--- config.mk ---
export PLATFORM = sky130hd
export DESIGN_NAME = float_adder_e4m3
export DESIGN_NICKNAME = d
export VERILOG_FILES = /design/src/rtl/fp8_pkg.sv /design/src/rtl/fp8_lzc.sv /design/src/rtl/float_adder_e4m3.sv
export SDC_FILE = /design/constraint.sdc
export NUM_CORES = 1
export LEC_CHECK = 0
export BUFFER_PORTS_ARGS = -buffer_cell sky130_fd_sc_hd__buf_2
export CAP_MARGIN = 0
export CORE_MARGIN = 2
export CORE_UTILIZATION = 50
export DETAILED_ROUTE_END_ITERATION = 8
export HOLD_SLACK_MARGIN = 0.12
export PLACE_DENSITY = 0.78
export RECOVER_POWER = 100
export SETUP_SLACK_MARGIN = 0.1
export SLEW_MARGIN = 20
export SYNTH_ARGS = -nofsm -noshare
export SYNTH_HDL_FRONTEND = slang
export SYNTH_SLANG_ARGS = --single-unit
--- constraint.sdc ---
create_clock -name clk -period 5.3 [get_ports clk]
set_input_delay 0.265 -clock clk [delete_from_list [all_inputs] [get_ports clk]]
set_output_delay 0.265 -clock clk [all_outputs]
set_load 0.02 [all_outputs]
--- src/rtl/fp8_pkg.sv ---
// FP8 E4M3 format constants, the unpacked-operand record and the unpack helper
// shared by the adder datapath.
package fp8_pkg;

  localparam int EXP_W = 4;
  localparam int MAN_W = 3;
  localparam int BIAS  = 7;

  // Significand including the hidden bit, and the aligned width (significand
  // plus guard, round and sticky positions).
  localparam int SIG_W = MAN_W + 1;
  localparam int ALN_W = SIG_W + 3;

  // Largest exponent field value; an exponent beyond this after rounding is an
  // overflow, as is exactly this exponent with an all-ones mantissa (NaN code).
  localparam int EXP_MAX = 2 * BIAS + 1;

  localparam logic [7:0] FP8_NAN     = 8'h7F;
  localparam logic [7:0] FP8_MAXNORM = 8'h7E;

  typedef struct packed {
    logic             sign;
    logic [EXP_W-1:0] exp;     // effective exponent: subnormals report 1
    logic [SIG_W-1:0] sig;     // {hidden, mantissa}
    logic             is_nan;
    logic             is_zero;
  } fp8_unpacked_t;

  // Split an encoding into sign, effective exponent and significand. A zero
  // exponent field is a subnormal: hidden bit 0 and the same scale as exp 1.
  function automatic fp8_unpacked_t fp8_unpack(input logic [7:0] x);
    fp8_unpacked_t u;
    u.sign    = x[7];
    u.is_nan  = (x[6:0] == 7'h7F);
    u.is_zero = (x[6:0] == 7'h00);
    if (x[6:3] == 4'd0) begin
      u.exp = 4'd1;
      u.sig = {1'b0, x[2:0]};
    end else begin
      u.exp = x[6:3];
      u.sig = {1'b1, x[2:0]};
    end
    return u;
  endfunction

endpackage

--- src/rtl/fp8_lzc.sv ---
// Leading-zero counter for the normalization path of the FP8 adder.
// An all-zero input reports W.
module fp8_lzc #(
  parameter int W  = 7,
  parameter int CW = 3
) (
  input  logic [W-1:0]  data_i,
  output logic [CW-1:0] count_o
);

  // Scan from LSB upward; the last set bit seen is the most significant one.
  always_comb begin
    count_o = CW'(W);
    for (int i = 0; i < W; i++) begin
      if (data_i[i]) begin
        count_o = CW'(W - 1 - i);
      end else begin
        count_o = count_o;
      end
    end
  end

endmodule

--- src/rtl/float_adder_e4m3.sv ---
// FP8 E4M3 (OCP) adder, two-stage pipeline, round-to-nearest-even.
// Stage 1: unpack, magnitude compare, align with sticky, add/subtract.
// Stage 2: normalize (carry or cancellation), round, pack, overflow/NaN/zero.
// Optional macro FP8_SATURATE_EN: overflow clamps to +/-448 instead of NaN.
module float_adder_e4m3
  import fp8_pkg::*;
(
  input  logic       clk,
  input  logic       rst_n,
  input  logic       in_valid,
  input  logic [7:0] a,
  input  logic [7:0] b,
  output logic       out_valid,
  output logic [7:0] y
);

  localparam logic [EXP_W:0] EXP_TOP = (EXP_W + 1)'(EXP_MAX);

  // ---------------------------------------------------------------- stage 1
  fp8_unpacked_t    ua_s, ub_s;
  logic             a_big_s;
  logic             big_sign_s;
  logic [EXP_W-1:0] big_exp_s, sml_exp_s, exp_diff_s;
  logic [SIG_W-1:0] big_sig_s, sml_sig_s;
  logic [5:0]       sml_pre_s, sml_shf_s;
  logic             sml_sticky_s;
  logic [ALN_W-1:0] big_aln_s, sml_aln_s;
  logic             eff_sub_s;

  logic             s1_valid_d, s1_valid_q;
  logic             s1_nan_d, s1_nan_q;
  logic             s1_neg_zero_d, s1_neg_zero_q;
  logic             s1_sign_d, s1_sign_q;
  logic [EXP_W-1:0] s1_exp_d, s1_exp_q;
  logic [ALN_W:0]   s1_sum_d, s1_sum_q;

  // Order operands by magnitude, align the smaller one and add or subtract.
  always_comb begin
    ua_s    = fp8_unpack(a);
    ub_s    = fp8_unpack(b);
    // Encodings without the sign bit are monotonic in magnitude.
    a_big_s = (a[6:0] >= b[6:0]);
    if (a_big_s) begin
      big_sign_s = ua_s.sign;
      big_exp_s  = ua_s.exp;
      big_sig_s  = ua_s.sig;
      sml_exp_s  = ub_s.exp;
      sml_sig_s  = ub_s.sig;
    end else begin
      big_sign_s = ub_s.sign;
      big_exp_s  = ub_s.exp;
      big_sig_s  = ub_s.sig;
      sml_exp_s  = ua_s.exp;
      sml_sig_s  = ua_s.sig;
    end
    exp_diff_s = big_exp_s - sml_exp_s;
    sml_pre_s  = {sml_sig_s, 2'b00};
    // Beyond 5 positions the whole significand is past the round bit.
    if (exp_diff_s > 4'd5) begin
      sml_shf_s    = 6'd0;
      sml_sticky_s = |sml_sig_s;
    end else begin
      sml_shf_s    = sml_pre_s >> exp_diff_s;
      sml_sticky_s = |(sml_pre_s & ~(6'b111111 << exp_diff_s));
    end
    big_aln_s = {big_sig_s, 3'b000};
    sml_aln_s = {sml_shf_s, sml_sticky_s};
    eff_sub_s = ua_s.sign ^ ub_s.sign;
    if (eff_sub_s) begin
      s1_sum_d = {1'b0, big_aln_s} - {1'b0, sml_aln_s};
    end else begin
      s1_sum_d = {1'b0, big_aln_s} + {1'b0, sml_aln_s};
    end
    s1_valid_d    = in_valid;
    s1_nan_d      = ua_s.is_nan | ub_s.is_nan;
    // Only (-0)+(-0) yields a negative zero; every other exact zero is +0.
    s1_neg_zero_d = ua_s.is_zero & ub_s.is_zero & ua_s.sign & ub_s.sign;
    s1_sign_d     = big_sign_s;
    s1_exp_d      = big_exp_s;
  end

  // Stage-1 pipeline register; data only loads for accepted pairs.
  always_ff @(posedge clk or negedge rst_n) begin
    if (!rst_n) begin
      s1_valid_q    <= 1'b0;
      s1_nan_q      <= 1'b0;
      s1_neg_zero_q <= 1'b0;
      s1_sign_q     <= 1'b0;
      s1_exp_q      <= '0;
      s1_sum_q      <= '0;
    end else begin
      s1_valid_q <= s1_valid_d;
      if (in_valid) begin
        s1_nan_q      <= s1_nan_d;
        s1_neg_zero_q <= s1_neg_zero_d;
        s1_sign_q     <= s1_sign_d;
        s1_exp_q      <= s1_exp_d;
        s1_sum_q      <= s1_sum_d;
      end else begin
        s1_nan_q      <= s1_nan_q;
        s1_neg_zero_q <= s1_neg_zero_q;
        s1_sign_q     <= s1_sign_q;
        s1_exp_q      <= s1_exp_q;
        s1_sum_q      <= s1_sum_q;
      end
    end
  end

  // ---------------------------------------------------------------- stage 2
  logic [2:0]       lz_s, shift_s;
  logic [EXP_W-1:0] max_shift_s;
  logic [ALN_W-1:0] norm_s;
  logic [EXP_W:0]   exp_n_s, exp_out_s;
  logic             rnd_up_s;
  logic [SIG_W:0]   rnd_s;
  logic [MAN_W-1:0] man_out_s;
  logic             ovf_s;
  logic [7:0]       y_d;

  logic             out_valid_q;
  logic [7:0]       y_q;

  fp8_lzc #(
    .W  (ALN_W),
    .CW (3)
  ) u_lzc (
    .data_i  (s1_sum_q[ALN_W-1:0]),
    .count_o (lz_s)
  );

  // Normalize, round to nearest-even, then pack with special-case priority.
  always_comb begin
    max_shift_s = s1_exp_q - 4'd1;
    shift_s     = 3'd0;
    if (s1_sum_q[ALN_W]) begin
      // Carry out: shift right once, folding the dropped bit into sticky.
      norm_s  = {s1_sum_q[ALN_W:2], |s1_sum_q[1:0]};
      exp_n_s = {1'b0, s1_exp_q} + 5'd1;
    end else begin
      // Cancellation: shift left, but never below exponent 1 (subnormal).
      if ({1'b0, lz_s} < max_shift_s) begin
        shift_s = lz_s;
      end else begin
        shift_s = max_shift_s[2:0];
      end
      norm_s  = s1_sum_q[ALN_W-1:0] << shift_s;
      exp_n_s = {1'b0, s1_exp_q} - {2'b00, shift_s};
    end
    // Round up when guard is set and round/sticky/lsb break the tie upward.
    rnd_up_s = norm_s[2] & (norm_s[1] | norm_s[0] | norm_s[3]);
    rnd_s    = {1'b0, norm_s[6:3]} + {4'b0000, rnd_up_s};
    // Rounding carry renormalizes; a subnormal rounding to 1.000 becomes exp 1.
    if (rnd_s[SIG_W]) begin
      exp_out_s = exp_n_s + 5'd1;
      man_out_s = 3'b000;
    end else if (rnd_s[SIG_W-1]) begin
      exp_out_s = exp_n_s;
      man_out_s = rnd_s[MAN_W-1:0];
    end else begin
      exp_out_s = 5'd0;
      man_out_s = rnd_s[MAN_W-1:0];
    end
    ovf_s = (exp_out_s > EXP_TOP) ||
            ((exp_out_s == EXP_TOP) && (man_out_s == 3'b111));
    if (s1_nan_q) begin
      y_d = FP8_NAN;
    end else if (s1_sum_q == '0) begin
      y_d = {s1_neg_zero_q, 7'h00};
    end else if (ovf_s) begin
`ifdef FP8_SATURATE_EN
      y_d = {s1_sign_q, FP8_MAXNORM[6:0]};
`else
      y_d = FP8_NAN;
`endif
    end else begin
      y_d = {s1_sign_q, exp_out_s[EXP_W-1:0], man_out_s};
    end
  end

  // Output register; y holds its last value while no result is delivered.
  always_ff @(posedge clk or negedge rst_n) begin
    if (!rst_n) begin
      out_valid_q <= 1'b0;
      y_q         <= 8'h00;
    end else begin
      out_valid_q <= s1_valid_q;
      if (s1_valid_q) begin
        y_q <= y_d;
      end else begin
        y_q <= y_q;
      end
    end
  end

  assign out_valid = out_valid_q;
  assign y         = y_q;

endmodule

# [After elaboration in Yosys (flattened, before gate mapping)]
# Cells that the tools add are included.
[totals] reg_bits=25 latch_bits=0 ramBits=0 rom_bits=0 in_bits=19 output_inout_bits=9 mem_count=0
[op_classes] addsub=8 mul=0 div=0 n_lt_le_gt_ge=4 eq_ne=4 n_shift=3 muxes=27 bitwise_logic=10 reduce_logical=10
[op_table] operator="$mux 8" n=6
[op_table] operator="$mux 3" n=7
[op_table] operator="$mux 4" n=4
[op_table] operator="$mux 5" n=3
[op_table] operator="$eq 7x7->1 const B" n=2
[op_table] operator="$logic_not 7->1" n=2
[op_table] operator="$add 7x7->8" n=1
[op_table] operator="$logic_not 4->1" n=2
[op_table] operator="$logic_not 8->1" n=1
[op_table] operator="$sub 7x7->8" n=1
[op_table] operator="$ge 7x7->1" n=1
[op_table] operator="$mux 7" n=1
[op_table] operator="$shl 7x3->7" n=1
[op_table] operator="$and 6x6->6" n=1
[op_table] operator="$mux 6" n=1
[op_table] operator="$not 6->6" n=1
[op_table] operator="$reduce_or 6->1" n=1
[op_table] operator="$shl 6x4->6 const A" n=1
[op_table] operator="$shr 6x4->6" n=1
[op_table] operator="$add 4x1->5" n=1
[op_table] operator="$add 4x1->5 const B" n=1
[op_table] operator="$add 5x1->5 const B" n=1
[op_table] operator="$eq 5x4->1 const B" n=1
[op_table] operator="$gt 5x4->1 const B" n=1
[op_table] operator="15 further kinds" n=23

# [Logic depth before layout (Yosys ltp)]
[logic_depth] depth_word=24 depth_mapped=26

# [By module]
# Synthesis repeated with hierarchy kept, for this count alone.
[hier_totals] hier_cells=410 area_unflattened_um2=3290.7
[modules_own_cells] mod="float_adder_e4m3" instances=1 cells_each=401 area_per_inst_um2=3240.6 seq_area_each_um2=625.6
[modules_own_cells] mod="fp8_lzc" instances=1 cells_each=9 area_per_inst_um2=50.0 seq_area_each_um2=0.0

# [Least setup slack after synthesis]
# Ideal clock, no wire load.
[synth_timing] path_kind="input -> register" from="input port b[2]" to="register s1_sum_q[6]" setup_ns=0.136 t_arrival_ns=4.452 required_ns=5.164 setup_slack_ns=0.712 path_stages=22 path_cell_list="inv_1 ha_1 nand2_1 o21ai_0 a31oi_1 o21ai_2 clkbuf_1 clkbuf_1 mux2i_1 ha_1 a21o_1 a21oi_1 xnor2_1 nand2b_1 a211o_1 ha_1 inv_1 a211oi_1 a211oi_1 a211oi_1 xnor2_1 a21oi_1"
[synth_via] elab_chain_cells=10
[synth_rtl] item="start, declared" line="float_adder_e4m3.sv:12" rtl="input logic [7:0] b,"
[synth_rtl] item="$ge 7x7->1" line="float_adder_e4m3.sv:42" rtl="a_big_s = (a[6:0] >= b[6:0]);"
[synth_rtl] item="$mux 4" line="float_adder_e4m3.sv:43" rtl="if (a_big_s) begin"
[synth_rtl] item="$sub 4x4->4" line="float_adder_e4m3.sv:56" rtl="exp_diff_s = big_exp_s - sml_exp_s;"
[synth_rtl] item="$shl 6x4->6" line="float_adder_e4m3.sv:64" rtl="sml_sticky_s = |(sml_pre_s & ~(6'b111111 << exp_diff_s));"
[synth_rtl] item="$not 6->6" line="float_adder_e4m3.sv:64"
[synth_rtl] item="$and 6x6->6" line="float_adder_e4m3.sv:64"
[synth_rtl] item="$reduce_or 6->1" line="float_adder_e4m3.sv:64"
[synth_rtl] item="$mux 1" line="float_adder_e4m3.sv:59" rtl="if (exp_diff_s > 4'd5) begin"
[synth_rtl] item="$add 7x7->8 / $sub 7x7->8 (equally long branches)" line="float_adder_e4m3.sv:72, float_adder_e4m3.sv:70"
[synth_rtl] item="$mux 8 (*)" line="float_adder_e4m3.sv:69" rtl="if (eff_sub_s) begin"
[synth_rtl] item="end signal, assigned" line="float_adder_e4m3.sv:98" rtl="s1_sum_q <= s1_sum_d;"
[synth_rtl] item="end signal, assigned" line="float_adder_e4m3.sv:104" rtl="s1_sum_q <= s1_sum_q;"
[synth_rtl] item="end, declared" line="float_adder_e4m3.sv:35" rtl="logic [ALN_W:0] s1_sum_d, s1_sum_q;"
# Mark *: on every way between the ends. The rest lies on a longest branch, timed or not.
# A chain may end at the register's enable or synchronous reset.

# [Worst setup path after layout]
[layout_timing] from="register s1_exp_q[1]" to="register y_q[0] (netlist: y[0])"
[layout_via] elab_chain_cells=18
[layout_rtl] item="start, declared" line="float_adder_e4m3.sv:34" rtl="logic [EXP_W-1:0] s1_exp_d, s1_exp_q;"
[layout_rtl] item="start signal, assigned" line="float_adder_e4m3.sv:97" rtl="s1_exp_q <= s1_exp_d;"
[layout_rtl] item="start signal, assigned" line="float_adder_e4m3.sv:103" rtl="s1_exp_q <= s1_exp_q;"
[layout_rtl] item="branches (longest 15 deep; another with $add 4x1->5)"
[layout_rtl] item="$mux 8 (*)" line="float_adder_e4m3.sv:169" rtl="end else if (ovf_s) begin"
[layout_rtl] item="$mux 8 (*)" line="float_adder_e4m3.sv:167" rtl="end else if (s1_sum_q == '0) begin"
[layout_rtl] item="$mux 8 (*)" line="float_adder_e4m3.sv:165" rtl="if (s1_nan_q) begin"
[layout_rtl] item="end signal, assigned" line="float_adder_e4m3.sv:188" rtl="y_q <= y_d;"
[layout_rtl] item="end signal, assigned" line="float_adder_e4m3.sv:190" rtl="y_q <= y_q;"
[layout_rtl] item="end, declared" line="float_adder_e4m3.sv:121" rtl="logic [7:0] y_q;"
# Mark *: on every way between the ends. The select of a mux whose other input is x is not followed.

==> metrics.txt <==
Fillers=573; Leak Pwr=1.56 nW; initial antenna violation count=0; Longest Clk Path Bufs=2; ratio of cells with drive above 1 in the final layout=13.7%; Final Max Slew Viols=0; number of flops mapped to enable cells by yosys=0; Antenna Cells=0; arrival time worst endpoint=4.99 ns; worst setup path end=y[0]; Sink Count=25; synth top area cells=dfrtp_1, ha_1, mux2i_1; Root Buffer=clkbuf_8; Initial Utilization=51.4%; pin count of the biggest net entering global routing=29; R2R Path Start=s1_exp_q[1]; Yosys warnings=0; reg-to-reg slack, setup=0.48 ns; PortBufs=27; count leader, synth=nor2_1; GRT Overall Usage=23.4%; synthesis-to-layout area growth=8.88%; total number of vias=3164; Post-Synth XOR/XNOR Area=4.58%; worst-skew pair later-pin latency=0.27 ns; adder-cell share of the synthesized area=13.1%; status=finished, final reports clean; setup violators final=0; maximum level of the CTS H-tree=1; Yosys reg bits=25; R2R Path End=y[0]; TritonCTS Buffers=3; max cap viols=0; Seq/Total Area, Yosys=19.4%; WL per Instance=16.0 um; post-synthesis mux area share=8.03%; Die ar.=7110 um^2; Worst Tran Pin Value=1.29 ns; Boundary Pins=28; wirelength, routed=8150 um; Top FF cell, synth=dfrtp_1; R2R depth=21; number of global-route vias before repair=3064; Post-Synth Simple-Gate Area=22.2%; Startpoint Class=flip-flop; unrepaired setup endpoints after global routing=no; fin crit period=4.82 ns; Compound-Gate Fraction of Synth Area=27.3%; gp weighted congestion=0.948; crit path from=s1_exp_q[1]; post-synthesis cell type count=71; grt ovf=0; Setup crit end kind=flip-flop; Hold Fails Final Rpt=0; final worst path period share=91.0%; core area=6280 um^2; HP Class=in -> reg; Antenna Nets Post-Route=0; CTS tree=done; Synth Instances=407; Syn Area/Cell=7.93 um^2; hpwl dp=6440 um; main combinational cell family by area after synthesis=compound AO/OA/AOI/OAI gates; Pre-antenna DRT Iters=5; VDD IR-drop max=0.276 mV; synth cell count leaders=nor2_1, nand2_1, inv_1; Slew HR=14.3%; fin cells=509; clock skew=0.0115 ns; Pwr Density=586 nW/um^2; ys async rst share=100%; Multi-input gate area=2450 um^2; first-pass GRT wire length=14100 um; Synthesized Nets=458; Die Span Y=84.3 um; Setup Crit Path Kind=reg -> reg; Worst Path Required=5.46 ns; die width=84.3 um; largest area contributor in the netlist=dfrtp_1; top-area cell type share of the netlist area=19.4%; placed cells=502; row count=29; Register Area=626 um^2; nets=484; synthesized area=3230 um^2; Setup TNS Final=0 ns; DRC violations left=0; Reg clk slew, reported paths=0.09 ns; fmax=207 MHz; vias per inst=6.22; 1st-iter DRT viols=269; Crit Path Max Fanout=7
-- sequential cells by signal, summed over array words and instances, names as in the netlist --
name / cells
s1_sum_q: 8
y: 8
s1_exp_q: 4
out_valid: 1
s1_nan_q: 1
s1_neg_zero_q: 1
s1_sign_q: 1
s1_valid_q: 1
-- worst min-delay path by stage --
| stage | from | end | slack (ns) | cells after the start |
|---|---|---|---|---|
| after floorplan | rst_n | out_valid | -0.03 | 0 |
| after global placement | rst_n | y[3] | 0.27 | 1 |
| after detailed placement | rst_n | y[3] | 0.28 | 1 |
| after CTS | a[0] | s1_nan_q | 0.34 | 3 |
| after global routing | a[0] | s1_nan_q | 0.36 | 3 |
| final | a[0] | s1_nan_q | 0.35 | 3 |
-- logic make-up (layout without fill, tap and decap cells) --
logic type / after synthesis / in the layout
AND/OR/NAND/NOR: 139 / 139
adder cells (fa/ha/maj): 32 / 32
buffers and inverters: 45 / 70
flip-flops: 25 / 25
AO/OA/AOI/OAI: 126 / 126
multiplexers: 24 / 24
XOR/XNOR: 16 / 16
-- worst max-delay path, stage by stage, from the launching register on --
cell and delay [ns]:
dfrtp_1 0.43, inv_1 0.12, ha_1 0.20, xnor2_1 0.24, ha_1 0.30, a21oi_1 0.28, and2_1 0.20, o21a_1 0.21
o21ai_0 0.13, nand2_1 0.27, nor2_1 0.10, ha_1 0.28, nor2b_1 0.14, ha_1 0.36, a21o_1 0.20, a21oi_1 0.24
xor2_2 0.31, inv_1 0.09, o41ai_1 0.08, o41ai_1 0.13, a21bo_1 0.22, o22a_1 0.17
-- through the flow --
stage	setup slack (ns)	hold WS, ns	util, %	total power [W]	instance area (um^2)
final	0.479	0.345	55.9	0.00206	3510
after global routing	0.0517	0.364	55.9	0.00225	3510
after global placement	0.580	0.269	54.8	0.00182	3440
after floorplan	0.712	-0.0306	-	0.00151	3230
after CTS	0.372	0.345	55.7	0.00197	3500
after detailed placement	0.392	0.279	54.8	0.00185	3440
-- cell usage in the layout (no fill, tap or decap), types with 13 or more instances in the layout --
cell,n
nor2_1,41
ha_1,29
clkbuf_1,13
a31oi_1,14
o21ai_0,25
nand2_1,34
a21oi_1,24
mux2i_1,16
dfrtp_1,25
buf_2,15
inv_1,30
-- per-layer routing --
metal | GRT usage, % | wire, um | up-vias | part of all wire (%)
met5 | 0 | 0 | - | 0
met4 | 7.04 | 242 | 0 | 3.0
met3 | 1.47 | 252 | 20 | 3.1
met2 | 41.7 | 4080 | 95 | 50
met1 | 30.5 | 3570 | 1504 | 44
li1 | - | - | 1545 | -
-- final cells by class --
class | instances | share of cell area [%]
multi-input cells | 337 | 69.6
flip-flops and latches | 25 | 17.8
inverters | 31 | 3.31
repair buffers | 35 | 5.09
clock inverters | 1 | 0.214
well taps | 77 | 2.74
clock buffers | 3 | 1.18
-- power breakdown --
part | switching [W] | internal (W)
sequential | 0.0000826 | 0.000250
clock | 0.0000599 | 0.0000531
combinational | 0.000953 | 0.000658
-- timing repair --
item	in CTS	in global routing
hold buffers	1	0
hold endpoints to repair	25	0
gates resized for setup	0	4
setup buffers	0	2
endpoints found under the setup margin	0	5
Power figures use the tool's default switching activity.
